[src/rtl/lsu_pkg.sv]
// lsu_pkg: definitions shared by the load sequencer, LoadUnit and the store path.
//   - RV32I load funct3 codes
//   - load sequencer FSM state encoding
//   - helpers to classify a load (legal / crosses a word boundary)
package lsu_pkg;

  localparam logic [2:0] F3_LB  = 3'b000;
  localparam logic [2:0] F3_LH  = 3'b001;
  localparam logic [2:0] F3_LW  = 3'b010;
  localparam logic [2:0] F3_LBU = 3'b100;
  localparam logic [2:0] F3_LHU = 3'b101;

  typedef enum logic [1:0] {
    ST_IDLE = 2'd0,
    ST_RD0  = 2'd1,
    ST_RD1  = 2'd2,
    ST_RESP = 2'd3
  } lsu_state_e;

  function automatic logic is_legal_load(input logic [2:0] funct3);
    return (funct3 == F3_LB)  || (funct3 == F3_LH)  || (funct3 == F3_LW) ||
           (funct3 == F3_LBU) || (funct3 == F3_LHU);
  endfunction

  // True when the access spills into the next aligned word.
  function automatic logic is_split(input logic [2:0] funct3, input logic [1:0] addr_lo);
    return ((funct3 == F3_LW) && (addr_lo != 2'b00)) ||
           (((funct3 == F3_LH) || (funct3 == F3_LHU)) && (addr_lo == 2'b11));
  endfunction

endpackage

[src/rtl/load_unit.sv]
// load_unit: combinational byte/half/word extraction with sign/zero extension.
//   word0   - aligned word containing the first byte of the access
//   word1   - following aligned word (only meaningful for split accesses)
//   funct3  - RV32I load type
//   addr_lo - byte offset of the access within word0
//   data    - extended 32-bit load result (0 for an illegal funct3)
module load_unit
  import lsu_pkg::*;
(
  input  logic [31:0] word0,
  input  logic [31:0] word1,
  input  logic [2:0]  funct3,
  input  logic [1:0]  addr_lo,
  output logic [31:0] data
);

  logic [63:0] pair;
  logic [31:0] shifted;

  // Little-endian: the addressed byte becomes bit 0 after shifting the word pair.
  // NOTE: every variable assigned in always_comb gets a default first, so no path leaves it unassigned and no latch is inferred.
  always_comb begin
    data    = '0;
    pair    = {word1, word0};
    shifted = pair[{addr_lo, 3'b000} +: 32];
    case (funct3)
      F3_LB:   data = {{24{shifted[7]}}, shifted[7:0]};
      F3_LH:   data = {{16{shifted[15]}}, shifted[15:0]};
      F3_LW:   data = shifted;
      F3_LBU:  data = {24'd0, shifted[7:0]};
      F3_LHU:  data = {16'd0, shifted[15:0]};
      default: data = '0;
    endcase
  end

endmodule

[src/rtl/load_seq_ctrl.sv]
// load_seq_ctrl: sequences data-memory word reads for RV32I loads.
//   Request side : i_req_valid/o_req_ready, i_req_addr, i_req_funct3, i_flush
//   Memory side  : o_mem_req, o_mem_addr (word aligned), i_mem_ack, i_mem_rdata
//   Response side: o_rsp_valid/i_rsp_ready, o_rsp_data, o_rsp_err
// One load in flight at a time; one word read, or two when the access crosses
// a word boundary. Each read is bounded by TIMEOUT cycles; a timeout or an
// illegal funct3 produces an error response with zero data.
module load_seq_ctrl
  import lsu_pkg::*;
#(
  parameter int unsigned TIMEOUT = 16
) (
  input  logic        i_clk,
  input  logic        i_rst_n,
  input  logic        i_req_valid,
  output logic        o_req_ready,
  input  logic [31:0] i_req_addr,
  input  logic [2:0]  i_req_funct3,
  input  logic        i_flush,
  output logic        o_mem_req,
  output logic [31:0] o_mem_addr,
  input  logic        i_mem_ack,
  input  logic [31:0] i_mem_rdata,
  output logic        o_rsp_valid,
  input  logic        i_rsp_ready,
  output logic [31:0] o_rsp_data,
  output logic        o_rsp_err
);

  // Last wait cycle index: the read is abandoned after this cycle without ack.
  localparam logic [7:0] WAIT_LAST = 8'(TIMEOUT - 1);

  lsu_state_e  state_q;
  logic [1:0]  addr_lo_q;
  logic [2:0]  funct3_q;
  logic        split_q;
  logic [31:0] word0_q;
  logic [31:0] word1_q;
  logic [7:0]  wait_cnt_q;
  logic [31:0] lu_data;

  assign o_req_ready = (state_q == ST_IDLE);

  load_unit u_load_unit (
    .word0   (word0_q),
    .word1   (word1_q),
    .funct3  (funct3_q),
    .addr_lo (addr_lo_q),
    .data    (lu_data)
  );

  // Data is only presented with a good response; error responses read as zero.
  assign o_rsp_data = (o_rsp_valid && !o_rsp_err) ? lu_data : 32'd0;

  // NOTE: sequential state uses non-blocking assignments so every register samples pre-edge values, independent of statement order.
  always_ff @(posedge i_clk or negedge i_rst_n) begin
    if (!i_rst_n) begin
      state_q     <= ST_IDLE;
      addr_lo_q   <= '0;
      funct3_q    <= '0;
      split_q     <= 1'b0;
      word0_q     <= '0;
      word1_q     <= '0;
      wait_cnt_q  <= '0;
      o_mem_req   <= 1'b0;
      o_mem_addr  <= '0;
      o_rsp_valid <= 1'b0;
      o_rsp_err   <= 1'b0;
    end else if (i_flush) begin
      // Abort from any state; an ack in this cycle is deliberately dropped.
      state_q     <= ST_IDLE;
      wait_cnt_q  <= '0;
      o_mem_req   <= 1'b0;
      o_rsp_valid <= 1'b0;
      o_rsp_err   <= 1'b0;
    end else begin
      case (state_q)
        ST_IDLE: begin
          if (i_req_valid) begin
            addr_lo_q  <= i_req_addr[1:0];
            funct3_q   <= i_req_funct3;
            split_q    <= is_split(i_req_funct3, i_req_addr[1:0]);
            word0_q    <= '0;
            word1_q    <= '0;
            wait_cnt_q <= '0;
            if (is_legal_load(i_req_funct3)) begin
              state_q    <= ST_RD0;
              o_mem_req  <= 1'b1;
              o_mem_addr <= {i_req_addr[31:2], 2'b00};
            end else begin
              state_q     <= ST_RESP;
              o_rsp_valid <= 1'b1;
              o_rsp_err   <= 1'b1;
            end
          end
        end

        ST_RD0, ST_RD1: begin
          // An ack in the final wait cycle takes priority over the timeout.
          if (i_mem_ack) begin
            wait_cnt_q <= '0;
            if (state_q == ST_RD0) word0_q <= i_mem_rdata;
            else                   word1_q <= i_mem_rdata;
            if ((state_q == ST_RD0) && split_q) begin
              state_q    <= ST_RD1;
              o_mem_addr <= o_mem_addr + 32'd4;  // wraps past 0xFFFFFFFC
            end else begin
              state_q     <= ST_RESP;
              o_mem_req   <= 1'b0;
              o_rsp_valid <= 1'b1;
            end
          end else if (wait_cnt_q == WAIT_LAST) begin
            state_q     <= ST_RESP;
            o_mem_req   <= 1'b0;
            o_rsp_valid <= 1'b1;
            o_rsp_err   <= 1'b1;
          end else begin
            wait_cnt_q <= wait_cnt_q + 8'd1;
          end
        end

        ST_RESP: begin
          if (i_rsp_ready) begin
            state_q     <= ST_IDLE;
            o_rsp_valid <= 1'b0;
            o_rsp_err   <= 1'b0;
          end
        end

        default: begin
          state_q     <= ST_IDLE;
          o_mem_req   <= 1'b0;
          o_rsp_valid <= 1'b0;
          o_rsp_err   <= 1'b0;
        end
      endcase
    end
  end

endmodule

[config.mk]
export PLATFORM = sky130hd
export DESIGN_NAME = load_seq_ctrl
export DESIGN_NICKNAME = d
export VERILOG_FILES = /design/src/rtl/lsu_pkg.sv /design/src/rtl/load_unit.sv /design/src/rtl/load_seq_ctrl.sv
export SDC_FILE = /design/constraint.sdc
export NUM_CORES = 1
export LEC_CHECK = 0
export CORE_MARGIN = 4
export CORE_UTILIZATION = 35
export DETAILED_ROUTE_END_ITERATION = 10
export GPL_TIMING_DRIVEN = 0
export PLACE_DENSITY_LB_ADDON = 0.2
export SYNTH_ARGS = -nofsm -noshare
export SYNTH_HDL_FRONTEND = slang
export SYNTH_SLANG_ARGS = --single-unit
export TNS_END_PERCENT = 1
[constraint.sdc]
create_clock -name i_clk -period 2.65 [get_ports i_clk]
set_clock_uncertainty 0.2 [all_clocks]
set_input_delay 0.53 -clock i_clk [delete_from_list [all_inputs] [get_ports i_clk]]
set_output_delay 0.53 -clock i_clk [all_outputs]
set_load 0.01 [all_outputs]
# ---- After elaboration in Yosys (flattened, before gate mapping)
# Index checks and enable logic that the tools add are counted.
dict set report totals {
  output_inout_bits 68
  elab_cells 115
  inputBits 73
  regBits 115
}
dict set report classes {
  mux 45
  n_eq_ne 28
  n_reduce_logical 27
  add_sub_neg 2
  bitwise_logic 1
  shift 1
}
# op n
set op_table {}
lappend op_table {{2-to-1 mux 32 bit} 10}
lappend op_table {{case mux 32 bit (2 select lines)} 3}
lappend op_table {{case mux 32 bit (5 select lines)} 1}
lappend op_table {{indexed part select 64 x 6 -> 32 bit} 1}
lappend op_table {{adder 32 x 3 -> 32 bit (second input constant)} 1}
lappend op_table {{2-to-1 mux 8 bit} 4}
lappend op_table {{AND reduction 5 bit} 5}
lappend op_table {{2-to-1 mux 1 bit} 16}
lappend op_table {{case mux 8 bit (2 select lines)} 1}
lappend op_table {{== test 3 bit (second input constant)} 4}
lappend op_table {{2-to-1 mux 2 bit} 6}
lappend op_table {{inequality test 3 bit (second input constant)} 4}
lappend op_table {{inequality test 4 bit (second input constant)} 3}
lappend op_table {{inequality test 2 bit (second input constant)} 5}
lappend op_table {{AND reduction 3 bit} 3}
lappend op_table {{adder 8 x 1 -> 8 bit (second input constant)} 1}
lappend op_table {{== test 8 x 4 -> 1 bit (second input constant)} 1}
lappend op_table {{== test 2 bit (second input constant)} 3}
lappend op_table {{== test 3 x 1 -> 1 bit (second input constant)} 2}
lappend op_table {{== test 3 x 2 -> 1 bit (second input constant)} 2}
lappend op_table {{logical NOT 3 bit} 2}
lappend op_table {{logical OR 1 bit} 6}
lappend op_table {{case mux 1 bit (3 select lines)} 2}
lappend op_table {{case mux 2 bit (3 select lines)} 1}
lappend op_table {{other kinds (13)} 17}

# ---- Logic depth before layout (Yosys ltp)
dict set report logic_depth {
  word_depth 9
  depth_mapped 9
}

# ---- Modules after synthesis
# From an unflattened synthesis, not the netlist that was laid out.
dict set report unflattened {
  hier_cells 744
  hier_area_um2 6990.5
}
# mod area_each_um2 seq_area_each_um2 n_inst cells_each
set by_module_without_submodules {}
lappend by_module_without_submodules {load_seq_ctrl 5770.5 2827.7 1 627}
lappend by_module_without_submodules {load_unit 1219.9 0.0 1 117}

# ---- Least setup slack after synthesis
# No wires, ideal clock.
dict set report synth_timing {
  kind {register to output}
  start {register addr_lo_q[1]}
  end {output o_rsp_data[23]}
  setup_slack_ps -49
  path_buffers 4
  required_time_ps 1920
  arrival_ps 1969
  path_stages_with_launch 10
  cell_sequence {dfrtp_1 buf_6 mux2i_1 mux2_4 or4_4 buf_6 and2_4 buf_6 buf_12 a21oi_2}
}
dict set report synth_via {
  elab_chain_len 3
}
# element line_no
set synth_lines {}
lappend synth_lines {{from (decl)} load_seq_ctrl.sv:34} ;# logic [1:0] addr_lo_q;
lappend synth_lines {{from (signal assigned)} load_seq_ctrl.sv:80} ;# addr_lo_q <= i_req_addr[1:0];
lappend synth_lines {{indexed part select 64 x 6 -> 32 bit} load_unit.sv:25} ;# shifted = pair[{addr_lo, 3'b000} +: 32];
lappend synth_lines {{case mux 32 bit (5 select lines)} load_unit.sv:26} ;# case (funct3)
lappend synth_lines {{2-to-1 mux 32 bit} load_seq_ctrl.sv:53} ;# assign o_rsp_data = (o_rsp_valid && !o_rsp_err) ? lu_data : 32'd0;
lappend synth_lines {{to (decl)} load_seq_ctrl.sv:26} ;# output logic [31:0] o_rsp_data,
# Every way passes these cells.

# ---- Final worst setup path
dict set report layout_timing {
  start {register addr_lo_q[1]}
  end {output o_rsp_data[25]}
}
# Same word-level chain as after synthesis.

==> results.json <==
{
  "reg2reg_depth": 8,
  "rsz0062_at_grt": "true",
  "crit_family": "simple AND/OR/NAND/NOR gates",
  "ctsHtreeMaxLevel": 3,
  "ios": 141,
  "grt_start_max_net_pins": 59,
  "cts-hold-fix-buffers": 0,
  "setup_violations": 32,
  "worstReg2RegStart": "state_q[0]",
  "synth_fa_ha_area_share_pct": 1.58,
  "power_frac_comb_pct": 58.3,
  "grt_overflow": 0,
  "io_buffers": 138,
  "grt_first_pass_wirelength_mm": 33.3,
  "cp-start-kind": "flop",
  "final_hold_viol_count": 10,
  "start_util_pct": 35.5,
  "hp-class": "primary input to async pin",
  "synthArstFlopShare_pct": 100,
  "syn-cell-area_sq_um": 6350,
  "status": "finished, violations left",
  "area_delta_synth_final_pct": 35.8,
  "synth_compound_area_share_pct": 18.7,
  "detail_route.wl_per_cell_um": 19.8,
  "cts_tree": "done",
  "place_area_sq_um": 8110,
  "nets": 921,
  "fmax_mhz": 325,
  "core_region_area_sq_um": 17900,
  "firstDrtPassIters": 5,
  "drt-total-wl_mm": 21.2,
  "row_count": 49,
  "synthTopCellsByCount": "nand2_1, dfrtp_1, o21ai_0",
  "pre_cts_ws_ps": -732,
  "design_power_total_mw": 10.5,
  "worst_pin_slew_ps": 721,
  "die_y_um": 143,
  "timing.setup.tns_ps": -10340,
  "fin_area_sq_um": 8630,
  "cts_inserted_buffers": 9,
  "yosysUniqueCellTypes": 62,
  "p_sw_share_pct": 45.9,
  "routabilityCongestion": 0.832,
  "root_buffer": "clkbuf_16",
  "synth-seq-area-share_pct": 41.4,
  "violations": "hold timing, setup timing",
  "post-route-util_pct": 48.2,
  "route.vias.total": 6021,
  "clk_pin_slew_ps": 80,
  "r2r_slack_ps": 150,
  "drive_gt1_share_pct": 19.8,
  "fill_cells": 1711,
  "grt_use_met1_pct": 29.7,
  "p_seq_share_pct": 28.5,
  "antenna_left": 0,
  "synth_edf_count": 0,
  "grt_usage_pct": 20.9,
  "synth_area_leaders": "dfrtp_1, mux4_2, nand2_1",
  "synth_xor_area_share_pct": 0.138,
  "maxCapViolCount": 0,
  "synth_top_cell_area_share_pct": 41.4,
  "drc": 0,
  "synth_most_common_cell": "nand2_1",
  "synth_seq_cells": 105,
  "layout_setup_ws_ps": -425,
  "clock-sinks": 105,
  "path_depth": 7,
  "antenna_found_initial": 1,
  "synthCells": 684,
  "die_width_um": 143,
  "place_hpwl_mm": 15.3,
  "intPower_mw": 5.66,
  "avgSynthCellArea_sq_um": 9.29,
  "arrival_ps": 2350,
  "yosys.area_share.simple_pct": 19.7,
  "yosysTopAreaCell": "dfrtp_1",
  "path_buf_inv": 2,
  "busiest_layer": "met2",
  "period_share_pct": 116,
  "synth_top_family_by_area": "simple AND/OR/NAND/NOR gates",
  "slew_headroom_pct": 51.9,
  "netSwitchingPower_mw": 4.80,
  "holdWs_ps": -15.1,
  "clockBufferDepth": 2,
  "vias_per_cell": 5.61,
  "pwr-share-clk_pct": 13.2,
  "clk_latency_ps": 360,
  "synthMuxAreaShare_pct": 13.8,
  "grt_pass1_vias": 5841,
  "endpoint_kind": "primary output",
  "power.density_nw_per_um2": 1210,
  "diodes": 0,
  "globalRouteMet2Util_pct": 33.0,
  "irDropWorstVdd_v": 0.000516,
  "cp_slowest_stage_delay_ps": 450,
  "path_cells": "mux2i_2, mux2_4, or4_4, and2_4, buf_16, a21oi_4, buf_6",
  "r2r_end": "o_mem_addr[29]",
  "synth_ff_type": "dfrtp_1",
  "critPathSlowestCell": "dfrtp_2",
  "worstSetupPathType": "flop to primary output",
  "p_leak_nw": 3.51,
  "required_ps": 1920,
  "fin_crit_ps": 3080,
  "grt_use_met3_pct": 3.75,
  "drv_slew": 0,
  "ys_warn_count": 0,
  "dieArea_sq_um": 20400,
  "crit_path_max_fanout": 8,
  "drtIter0Drc": 457
}
## layout by cell type, fill, tap and decap left out, types with 4 or more instances in the layout
master,n
a311oi_1,4
a21oi_4,10
inv_1,8
nor2b_1,11
and4_1,7
clkbuf_2,20
o22ai_1,11
nand4_1,13
clkbuf_16,10
nor2_1,20
buf_6,13
buf_2,18
mux2i_1,8
nor3_1,9
clkbuf_4,6
o21ai_0,86
ha_1,6
a2bb2oi_1,10
nand2b_1,7
and3_1,12
dfrtp_1,102
a21oi_2,8
nand2_1,139
a21oi_1,39
buf_4,11
clkbuf_1,8
mux2_2,9
clkdlybuf4s50_1,112
mux4_2,27
nor3b_1,5
nand3_1,18
## cells by family after synthesis
kind of cell | count (synthesis)
muxes | 49
AOI/OAI and AO/OA | 195
other | 1
buffers and inverters | 63
xor gates and xnor gates | 1
DFF | 105
and+or+nand+nor | 262
adders and majority gates | 8
## final cells by class
cell class                      instances  area [sq um]  area share [%]
Clock inverter                          6          57.6           0.667
Inverter                                9          33.8           0.392
Clock buffer                           10           239            2.77
Multi-Input combinational cell        517          3590            41.7
Sequential cell                       105          2630            30.5
Buffer                                 51           332            3.84
Tap cell                              229           287            3.32
Timing Repair Buffer                  147          1450            16.9
## routing by layer
metal	up-vias	part of all wire [%]
li1	2813	-
met1	2961	45
met2	227	46
met3	18	7.1
met4	2	1.4
met5	-	0.052
## through the flow
stage	hold WS, ps	std cells
floorplan	34.4	685
global placement	263	1052
detailed placement	272	1053
CTS	17.1	1074
global route	54.3	1074
finish	-15.1	1074
## sequential cells by signal, summed over array words and instances, names as in the netlist, 2 cells and up
signal and cells:
word0_q 32, o_mem_addr 30, word1_q 24, wait_cnt_q 8, funct3_q 3, addr_lo_q 2, state_q 2
## timing repair
action,4_1_cts,5_1_grt
gates resized for setup,164,29
buffers inserted,6,1
cloned,1,0
endpoints found under the setup margin,126,98
pin swaps,3,5
## power groups by stage
stage,clock [mW],combinational [mW],sequential (mW)
final,1.38,6.11,2.98
after global routing,1.47,6.65,3.07
after CTS,1.40,6.03,2.94
after detailed placement,0,5.75,2.95
after global placement,0,5.73,2.94
after floorplan,0,3.59,2.84
## worst max-delay path by stage
| stage | start | slack [ps] | end |
|---|---|---|---|
| after floorplan | addr_lo_q[1] | -40 | o_rsp_data[21] |
| after global placement | i_rst_n | -3450 | o_mem_addr[13] |
| after detailed placement | addr_lo_q[0] | -730 | o_rsp_data[23] |
| after CTS | addr_lo_q[1] | -580 | o_rsp_data[25] |
| after global routing | addr_lo_q[1] | -480 | o_rsp_data[25] |
| final | addr_lo_q[1] | -430 | o_rsp_data[25] |
Power figures use the tool's default switching activity.
